$ cat config.mk
export PLATFORM = sky130hd
export DESIGN_NAME = bht_access_scheduler
export DESIGN_NICKNAME = d
export VERILOG_FILES = /design/src/rtl/bht_access_scheduler.sv
export SDC_FILE = /design/constraint.sdc
export NUM_CORES = 1
export LEC_CHECK = 0
export BUFFER_PORTS_ARGS = -buffer_cell sky130_fd_sc_hd__buf_4
export CAP_MARGIN = 10
export CORE_ASPECT_RATIO = 0.8
export CORE_UTILIZATION = 57
export DETAILED_ROUTE_END_ITERATION = 10
export PLACE_DENSITY = 0.79
export SLEW_MARGIN = 20
export SYNTH_ARGS = -nofsm -noshare
export SYNTH_HDL_FRONTEND = slang
export SYNTH_SLANG_ARGS = --single-unit
$ cat constraint.sdc
create_clock -name clk -period 4.1 [get_ports clk]
set_input_delay 0.41 -clock clk [delete_from_list [all_inputs] [get_ports clk]]
set_output_delay 0.41 -clock clk [all_outputs]
set_load 0.02 [all_outputs]
$ cat src/rtl/bht_access_scheduler.sv
// -----------------------------------------------------------------------------
// bht_access_scheduler
//
// Controls access to the single-ported 16-entry branch history table (BHT) of
// the global predictor. Each cycle the scheduler grants exactly one of three
// things to the shared index port: a fetch-side prediction LOOKUP, an
// execute-side UPDATE, or IDLE.
//
// Resolved-branch updates are held in a small FIFO until they are granted. The
// scheduler owns the non-speculative global history register (GHR), and it
// forms the lookup index as lookup_pc XOR GHR.
//
// Parameters
//   DEPTH         update FIFO entries (power of 2, 2..16)
//   STARVE_LIMIT  cycles a non-empty FIFO may wait for an update grant before
//                 a grant is forced (1..255)
//
// Ports
//   clk, reset_n            clock and asynchronous active-low reset
//   lookup_valid/pc/ready   prediction request; ready is the combinational grant
//   pred_valid/taken/index  registered prediction result, one cycle after grant
//   upd_valid/index/outcome resolved-branch update into the FIFO
//   upd_ready               FIFO can accept (registered count < DEPTH)
//   bht_index/update_en/outcome  drive the BHT index port and write strobe
//   bht_prediction          BHT read data for the current index
//
// Optional build macro BHT_SCHED_PERF_EN adds two saturating 16-bit counters:
//   lookup_stall_cnt  cycles with lookup_valid high and no lookup grant
//   forced_upd_cnt    update grants caused by starvation or by DRAIN
// -----------------------------------------------------------------------------
module bht_access_scheduler #(
   parameter int DEPTH        = 4,
   parameter int STARVE_LIMIT = 8
) (
   input  logic        clk,
   input  logic        reset_n,
   input  logic        lookup_valid,
   input  logic [3:0]  lookup_pc,
   output logic        lookup_ready,
   output logic        pred_valid,
   output logic        pred_taken,
   output logic [3:0]  pred_index,
   input  logic        upd_valid,
   input  logic [3:0]  upd_index,
   input  logic        upd_outcome,
   output logic        upd_ready,
   output logic [3:0]  bht_index,
   output logic        bht_update_en,
   output logic        bht_outcome,
   input  logic        bht_prediction
`ifdef BHT_SCHED_PERF_EN
   ,
   output logic [15:0] lookup_stall_cnt,
   output logic [15:0] forced_upd_cnt
`endif
);

   localparam int PTR_W = $clog2(DEPTH);
   localparam int CNT_W = PTR_W + 1;
   localparam logic [CNT_W-1:0] FULL_C   = CNT_W'(DEPTH);
   localparam logic [CNT_W-1:0] HALF_C   = CNT_W'(DEPTH / 2);
   localparam logic [CNT_W-1:0] ZERO_C   = CNT_W'(0);
   localparam logic [CNT_W-1:0] ONE_C    = CNT_W'(1);
   localparam logic [PTR_W-1:0] PTR_ONE  = PTR_W'(1);
   localparam logic [7:0]       STARVE_C = 8'(STARVE_LIMIT);

   typedef enum logic [0:0] {
      ST_NORMAL = 1'b0,
      ST_DRAIN  = 1'b1
   } state_t;

   typedef enum logic [1:0] {
      GNT_IDLE   = 2'b00,
      GNT_LOOKUP = 2'b01,
      GNT_UPDATE = 2'b10
   } grant_t;

   // The index hash has no carry, so adjacent PCs never alias through arithmetic.
   function automatic logic [3:0] bht_hash(input logic [3:0] pc, input logic [3:0] ghr);
      return pc ^ ghr;
   endfunction

   state_t           state_r;
   grant_t           grant_s;
   logic [3:0]       ghr_r;
   logic [7:0]       wait_cnt_r;
   logic [CNT_W-1:0] count_r;
   logic [CNT_W-1:0] count_nxt_s;
   logic [PTR_W-1:0] head_r;
   logic [PTR_W-1:0] tail_r;
   logic [3:0]       fifo_index_r   [DEPTH];
   logic             fifo_outcome_r [DEPTH];

   logic             nonempty_s;
   logic             starved_s;
   logic             enq_s;
   logic             deq_s;
   logic [3:0]       head_index_s;
   logic             head_outcome_s;

   assign head_index_s   = fifo_index_r[head_r];
   assign head_outcome_s = fifo_outcome_r[head_r];

   // Every status decision uses the registered count. An entry enqueued in this
   // cycle therefore becomes eligible for a grant only in the next cycle.
   assign nonempty_s = (count_r != ZERO_C);
   assign starved_s  = nonempty_s && (wait_cnt_r == STARVE_C);
   assign upd_ready  = (count_r < FULL_C);
   assign enq_s      = upd_valid && upd_ready;
   assign deq_s      = (grant_s == GNT_UPDATE);

   // Per-cycle arbitration: one grant of LOOKUP, UPDATE or IDLE.
   always_comb begin
      grant_s = GNT_IDLE;
      if (!reset_n) begin
         // Hold the BHT port quiet while reset is asserted, whatever the inputs are.
         grant_s = GNT_IDLE;
      end else if (state_r == ST_DRAIN) begin
         if (nonempty_s) begin
            grant_s = GNT_UPDATE;
         end else begin
            grant_s = GNT_IDLE;
         end
      end else if (starved_s) begin
         grant_s = GNT_UPDATE;
      end else if (lookup_valid) begin
         grant_s = GNT_LOOKUP;
      end else if (nonempty_s) begin
         grant_s = GNT_UPDATE;
      end else begin
         grant_s = GNT_IDLE;
      end
   end

   // Drive the BHT port from the grant for this cycle.
   always_comb begin
      bht_index     = 4'h0;
      bht_update_en = 1'b0;
      bht_outcome   = 1'b0;
      lookup_ready  = 1'b0;
      case (grant_s)
         GNT_LOOKUP: begin
            bht_index    = bht_hash(lookup_pc, ghr_r);
            lookup_ready = 1'b1;
         end
         GNT_UPDATE: begin
            bht_index     = head_index_s;
            bht_outcome   = head_outcome_s;
            bht_update_en = 1'b1;
         end
         default: begin
            bht_index     = 4'h0;
            bht_update_en = 1'b0;
            bht_outcome   = 1'b0;
            lookup_ready  = 1'b0;
         end
      endcase
   end

   // Occupancy after this cycle's enqueue and dequeue.
   always_comb begin
      count_nxt_s = count_r;
      case ({enq_s, deq_s})
         2'b10:   count_nxt_s = count_r + ONE_C;
         2'b01:   count_nxt_s = count_r - ONE_C;
         default: count_nxt_s = count_r;
      endcase
   end

   // Scheduler FSM, pointers, GHR, starvation counter and the prediction result.
   always_ff @(posedge clk or negedge reset_n) begin
      if (!reset_n) begin
         state_r    <= ST_NORMAL;
         ghr_r      <= 4'h0;
         wait_cnt_r <= 8'h00;
         count_r    <= ZERO_C;
         head_r     <= '0;
         tail_r     <= '0;
         pred_valid <= 1'b0;
         pred_taken <= 1'b0;
         pred_index <= 4'h0;
      end else begin
         count_r <= count_nxt_s;

         if (enq_s) begin
            tail_r <= tail_r + PTR_ONE;
         end
         if (deq_s) begin
            head_r <= head_r + PTR_ONE;
            ghr_r  <= {ghr_r[2:0], head_outcome_s};
         end

         // Count only the cycles in which queued work waits behind lookups.
         if (!nonempty_s || deq_s) begin
            wait_cnt_r <= 8'h00;
         end else if (wait_cnt_r < STARVE_C) begin
            wait_cnt_r <= wait_cnt_r + 8'h01;
         end

         // DRAIN uses hysteresis: it is entered at full and left at half full.
         case (state_r)
            ST_NORMAL: begin
               if (count_nxt_s == FULL_C) begin
                  state_r <= ST_DRAIN;
               end
            end
            ST_DRAIN: begin
               if (count_nxt_s <= HALF_C) begin
                  state_r <= ST_NORMAL;
               end
            end
            default: state_r <= ST_NORMAL;
         endcase

         pred_valid <= (grant_s == GNT_LOOKUP);
         if (grant_s == GNT_LOOKUP) begin
            pred_taken <= bht_prediction;
            pred_index <= bht_index;
         end
      end
   end

   // Update FIFO storage. It is cleared on reset so that no stale entry can reach the BHT.
   always_ff @(posedge clk or negedge reset_n) begin
      if (!reset_n) begin
         for (int i = 0; i < DEPTH; i++) begin
            fifo_index_r[i]   <= 4'h0;
            fifo_outcome_r[i] <= 1'b0;
         end
      end else if (enq_s) begin
         fifo_index_r[tail_r]   <= upd_index;
         fifo_outcome_r[tail_r] <= upd_outcome;
      end
   end

`ifdef BHT_SCHED_PERF_EN
   logic stall_s;
   logic forced_s;

   assign stall_s  = lookup_valid && !lookup_ready;
   assign forced_s = deq_s && ((state_r == ST_DRAIN) || starved_s);

   // Saturating performance counters.
   always_ff @(posedge clk or negedge reset_n) begin
      if (!reset_n) begin
         lookup_stall_cnt <= 16'h0000;
         forced_upd_cnt   <= 16'h0000;
      end else begin
         if (stall_s && (lookup_stall_cnt != 16'hFFFF)) begin
            lookup_stall_cnt <= lookup_stall_cnt + 16'h0001;
         end
         if (forced_s && (forced_upd_cnt != 16'hFFFF)) begin
            forced_upd_cnt <= forced_upd_cnt + 16'h0001;
         end
      end
   end
`endif

endmodule
==> results_dict.tcl, run 1 <==
set metrics [dict create \
    yosys_warnings 0 \
    synth_cell_types 35 \
    cts.htree.levels 2 \
    core-area_sq_um 3570 \
    syn_inst 180 \
    layout_min_cycle_time_ns 3.10 \
    grt_pass1_wl_um 6900 \
    gp_congestion 0.785 \
    max_slew.worst_pin.slew_ns 0.573 \
    synth_edf_count 0 \
    initial_utilization_pct 62.2 \
    rr_startpoint "wait_cnt_r[6]$_DFFE_PN0P_" \
    syn_nets 204 \
    worstPathArrival_ns 3.28 \
    ys_seq_area_share_pct 51.9 \
    rrSetupSlack_ns 1.00 \
    relSlewSlack_pct 61.8 \
    setup_violations 0 \
    synth_flop_cell "dfrtp_1" \
    slew_viol_final 0 \
    clk_pin_slew_ns 0.09 \
    r2r_end "state_r$_DFF_PN0_" \
    wirelength_um 4120 \
    ctsResizeCount 0 \
    vias 1427 \
    clockBufferDepth 2 \
    synthArstFlopShare_pct 100 \
    timing.final.hold_violations 0 \
    power.density_nw_per_um2 766 \
    die_h_um 57.8 \
    cts_num_sinks 46 \
    ioPinCount 28 \
    hold_buffers 0 \
    max_freq_ghz 0.323 \
    viasPerCell 5.69 \
    antenna_cells 0 \
    cts_setup_buffers 0 \
    nets 232 \
    grt_antenna_before_repair 0 \
    die_area_sq_um 4150 \
    wl_per_cell_um 16.4 \
    finalSetupTns_ns 0 \
    firstDrtPassIters 4 \
    syn_to_final_growth_pct 15.7 \
    rsz0062_at_grt "false" \
    synth_seq_cells 46 \
    required_ns 4.29 \
    status "finished clean" \
    cp_max_fo 5 \
    syn-cell-area_sq_um 2220 \
    maxCapViolations 0 \
    grt_pass1_vias 1468 \
    critPathLaunchType "flop" \
    critPathKind "reg2reg" \
    p_leak_nw 1.22 \
    syn_area_per_cell_sq_um 12.3 \
    ant_nets 0 \
    clockRootBuffer "clkbuf_8" \
    cp-end-kind "flop" \
    min_period_over_period_pct 75.5 \
    reg2regPathDepth 11 \
    hold_class "in2async" \
    grt_use_total_pct 22.5 \
    portBuffers 27 \
    rows 19 \
    fp.dieW_um 71.8 \
    cts_buffers 5 \
    clock_latency_ns 0.29 \
    cts_tree "yes" \
    drive_above_1_share_pct 34.0 \
    timing.hold.ws_ns 0.105 \
    final.setup_skew_ns 0.00319 \
    dpl.hpwl_um 3050 \
    grt.overflow.total 0 \
    grt_max_degree 50 \
    drc_errors 0 \
    drt_iter0_drc 80 \
    ir_worst_vdd_uv 386 \
]
-- area by class of cell --
cell class,instances,area [sq um]
clock buffer,5,68.8
sequential,46,1150
clock inverter,3,45.0
multi-input combinational,115,995
tap,42,52.6
inverter,12,45.0
timing repair buffer,28,210
fill,253,998
-- worst max-delay path by stage --
stage                                    to                 startpoint  slack (ns)  cells past startpoint
final                     state_r$_DFF_PN0_  wait_cnt_r[6]$_DFFE_PN0P_        1.00                     11
after global routing      state_r$_DFF_PN0_  wait_cnt_r[7]$_DFFE_PN0P_        0.87                     11
after CTS                 state_r$_DFF_PN0_  wait_cnt_r[6]$_DFFE_PN0P_        1.01                     11
after detailed placement  state_r$_DFF_PN0_  wait_cnt_r[6]$_DFFE_PN0P_        1.03                     11
after global placement    state_r$_DFF_PN0_  wait_cnt_r[6]$_DFFE_PN0P_        1.16                     11
after floorplan           state_r$_DFF_PN0_  wait_cnt_r[6]$_DFFE_PN0P_        0.96                     11
-- cell usage in the layout, fill, tap and decap left out, types with 7 or more instances in the layout --
| master | n |
|---|---|
| nor2_1 | 7 |
| xnor2_1 | 7 |
| nand2_1 | 12 |
| buf_4 | 28 |
| mux2_2 | 25 |
| dfrtp_1 | 46 |
| ha_1 | 9 |
| inv_1 | 12 |
-- synthesized netlist by cell type (2+ instances only) --
| cell | instances | area [sq um] |
|---|---|---|
| nand2_1 | 12 | 45.0 |
| and3_1 | 4 | 25.0 |
| ha_1 | 9 | 113 |
| nor2_1 | 7 | 26.3 |
| or3_1 | 2 | 12.5 |
| dfrtp_1 | 46 | 1150 |
| inv_1 | 12 | 45.0 |
| xnor2_1 | 7 | 61.3 |
| o22ai_1 | 4 | 25.0 |
| o21ai_0 | 3 | 15.0 |
| mux2_2 | 25 | 282 |
| nor2b_1 | 2 | 12.5 |
| buf_2 | 2 | 10.0 |
| a22oi_1 | 4 | 30.0 |
| xor2_1 | 5 | 43.8 |
| nand2b_1 | 2 | 12.5 |
| a21oi_1 | 5 | 25.0 |
| and2_1 | 2 | 12.5 |
| clkbuf_1 | 5 | 18.8 |
| nand3_1 | 3 | 15.0 |
| mux4_2 | 5 | 113 |
-- metal layers --
layer	up-vias	routed length, um	GRT usage, %
li1	679	-	-
met1	713	1820	29.0
met2	29	2100	37.5
met3	6	153	5.57
met4	0	50	8.68
met5	-	0	0
-- flip-flops by register name (all words and copies together), names as in the netlist --
signal and count:
fifo_index_r 16, wait_cnt_r 8, fifo_outcome_r 4, ghr_r 4
pred_index 4, count_r 3, head_r 2, tail_r 2
pred_taken 1, pred_valid 1, state_r 1
-- where the power goes --
part	total (mW)	internal (mW)	leakage (nW)	switching, mW
logic	0.822	0.432	0.599	0.390
registers	0.810	0.651	0.572	0.160
clock network	0.335	0.181	0.0504	0.154
total	1.97	1.26	1.22	0.703
-- cells by family (layout without fill, tap and decap cells) --
group           count (synthesis)  after routing  synth area share, %
fa+ha+maj                      10             10                 5.98
flops                          46             46                 51.9
mux                            30             30                 17.8
simple gates                   42             42                 10.4
xor+xnor                       12             12                 4.74
buf+inv                        19             48                 3.33
compound gates                 21             21                 5.98
-- critical path, cell delays in order (launching register included) --
cell and delay [ns]:
dfrtp_1 0.38, or4_4 0.57, nor3_2 0.21, o211ai_1 0.15, inv_1 0.10, ha_1 0.18
ha_1 0.21, fa_1 0.47, nor3b_1 0.17, a31oi_1 0.15, nand3_1 0.11, a211o_1 0.30
-- per-stage QoR --
step,total power [mW],std cells,cell area (sq um),utilization (%),setup WS (ns)
CTS,1.98,251,2570,72.0,1.01
global placement,1.56,243,2450,68.8,1.16
global route,2.10,251,2570,72.0,0.868
detailed placement,1.64,243,2450,68.8,1.03
floorplan,1.40,180,2220,-,0.959
finish,1.97,251,2570,72.0,1.00
Power figures use the tool's default switching activity.
==> run 2: changes to the inputs <==
==> constraint.sdc (replaced) <==
create_clock -name clk -period 3.07 [get_ports clk]
set_input_delay 0.307 -clock clk [delete_from_list [all_inputs] [get_ports clk]]
set_output_delay 0.307 -clock clk [all_outputs]
set_load 0.02 [all_outputs]
==> results_dict.tcl, run 2 (synthesis gave the netlist of run 1 again) <==
set metrics [dict create \
    slowest_stage "or4_4" \
    slowest_delay_ns 0.55 \
    firstDrtPassIters 4 \
    crit_buf_inv 1 \
    antenna_cells 0 \
    fp.dieW_um 71.8 \
    hold_class "in2reg" \
    min_from "bht_prediction" \
    cp_max_fo 3 \
    rr_startpoint "wait_cnt_r[7]$_DFFE_PN0P_" \
    initial_utilization_pct 62.2 \
    viasPerCell 5.66 \
    path_delay_family "simple AND/OR/NAND/NOR gates" \
    max_slew.worst_pin.slew_ns 0.550 \
    grt_max_degree 46 \
    clockBufferDepth 2 \
    die_h_um 57.8 \
    ant_nets 0 \
    fillers 263 \
    min_period_over_period_pct 97.7 \
    place_inst 246 \
    grt_pass1_wl_um 7000 \
    final.setup_skew_ns 0.00540 \
    vias 1461 \
    syn_to_final_growth_pct 18.1 \
    p_sw_mw 0.940 \
    slew_viol_final 0 \
    grt_use_total_pct 22.8 \
    max_freq_ghz 0.333 \
    relSlewSlack_pct 63.3 \
    portBuffers 27 \
    ir_worst_vdd_uv 547 \
    hold_end "pred_taken$_DFFE_PN0P_" \
    layout_min_cycle_time_ns 3.00 \
    power.total_mw 2.62 \
    clockRootBuffer "clkbuf_8" \
    rows 19 \
    clk_pin_slew_ns 0.08 \
    grt.overflow.total 0 \
    critPathKind "reg2reg" \
    hold_depth 2 \
    largest_registers "fifo_index_r x16, wait_cnt_r x8" \
    p_leak_nw 1.25 \
    critPathLaunchType "flop" \
    most-common-layout-cells "dfrtp_1 (46), buf_4 (34), mux2_2 (25), nand2_1 (12), inv_1 (12)" \
    timing.final.hold_violations 0 \
    grt_pass1_vias 1508 \
    top_register "fifo_index_r" \
    reg2regPathDepth 11 \
    status "finished clean" \
    wl_per_cell_um 16.2 \
    cts_num_sinks 46 \
    drc_errors 0 \
    core-area_sq_um 3570 \
    finalNonFillerCells 258 \
    clkPwrFrac_pct 14.3 \
    cts.htree.levels 2 \
    internal_power_mw 1.68 \
    ioPinCount 28 \
    clock_latency_ns 0.29 \
    gp_congestion 0.758 \
    largest_reg_flops 16 \
    cp_cell_sequence "or4_4 > nor3_4 > o211ai_1 > inv_1 > ha_2 > ha_4 > fa_1 > nor3b_1 > a31oi_1 > nand3_1 > a211o_1" \
    wirelength_um 4190 \
    power.share.switching_pct 35.9 \
    nets 239 \
    die_area_sq_um 4150 \
    required_ns 3.25 \
    grt_antenna_before_repair 0 \
    dpl.hpwl_um 2950 \
    final_common_cell "dfrtp_1" \
    rrSetupSlack_ns 0.07 \
    cp-end-kind "flop" \
    worstPathArrival_ns 3.18 \
    power_frac_comb_pct 44.5 \
    seqPwrFrac_pct 41.2 \
    drive_above_1_share_pct 36.1 \
    r2r_end "state_r$_DFF_PN0_" \
    setup_violations 0 \
    maxCapViolations 0 \
    cts_tree "yes" \
    cts_buffers 5 \
    timing.hold.ws_ns 0.242 \
    drt_iter0_drc 55 \
    power.density_nw_per_um2 999 \
]
run 2: repair_timing:
item / CTS / global route
hold buffers: 1 / 0
buffers inserted: 1 / 2
endpoints found under the setup margin: 1 / 1
resized for setup: 2 / 1
hold endpoints to repair: 1 / 0
pin swaps: 1 / 2
run 2: final cells by class:
type,instances,area [sq um],area share [%]
well taps,42,52.6,2.00
inverters,12,45.0,1.72
clock buffers,7,86.3,3.29
multi-input cells,115,1020,38.8
repair buffers,35,265,10.1
flip-flops and latches,46,1150,43.9
clock inverters,1,5.00,0.191
run 2: worst max path at each step:
| stage | start | to | slack, ns | cells after the start |
|---|---|---|---|---|
| floorplan | wait_cnt_r[6]$_DFFE_PN0P_ | state_r$_DFF_PN0_ | 0.04 | 11 |
| global placement | wait_cnt_r[6]$_DFFE_PN0P_ | state_r$_DFF_PN0_ | 0.14 | 11 |
| detailed placement | wait_cnt_r[6]$_DFFE_PN0P_ | state_r$_DFF_PN0_ | -0.01 | 11 |
| CTS | wait_cnt_r[6]$_DFFE_PN0P_ | state_r$_DFF_PN0_ | 0.02 | 11 |
| global route | wait_cnt_r[4]$_DFFE_PN0P_ | state_r$_DFF_PN0_ | -0.001 | 11 |
| finish | wait_cnt_r[7]$_DFFE_PN0P_ | state_r$_DFF_PN0_ | 0.07 | 11 |
run 2: layer usage:
metal  up-vias  track usage, %  part of all wire [%]
met1       731            29.0                    46
met4         0            7.56                  0.74
li1        697               -                     -
met2        29            38.9                    50
met5         -               0                     0
met3         4            5.57                   3.0
run 2: power by group through the flow:
| stage | Combinational, mW | Sequential, mW | Clock (mW) |
|---|---|---|---|
| 2_1_floorplan | 0.822 | 1.04 | 0 |
| 3_3_place_gp | 1.05 | 1.06 | 0 |
| 3_5_place_dp | 1.11 | 1.09 | 0 |
| 4_1_cts | 1.14 | 1.08 | 0.380 |
| 5_1_grt | 1.26 | 1.11 | 0.414 |
| 6_report | 1.17 | 1.08 | 0.374 |
run 2: per-stage QoR:
stage	util (%)	instance area [sq um]	setup TNS (ns)	setup slack (ns)
final	73.5	2620	0	0.0699
after global routing	73.5	2620	-0.00148	-0.00148
after CTS	72.8	2600	0	0.0157
after detailed placement	69.5	2480	-0.0117	-0.0117
after global placement	69.5	2480	0	0.139
after floorplan	-	2220	0	0.0423
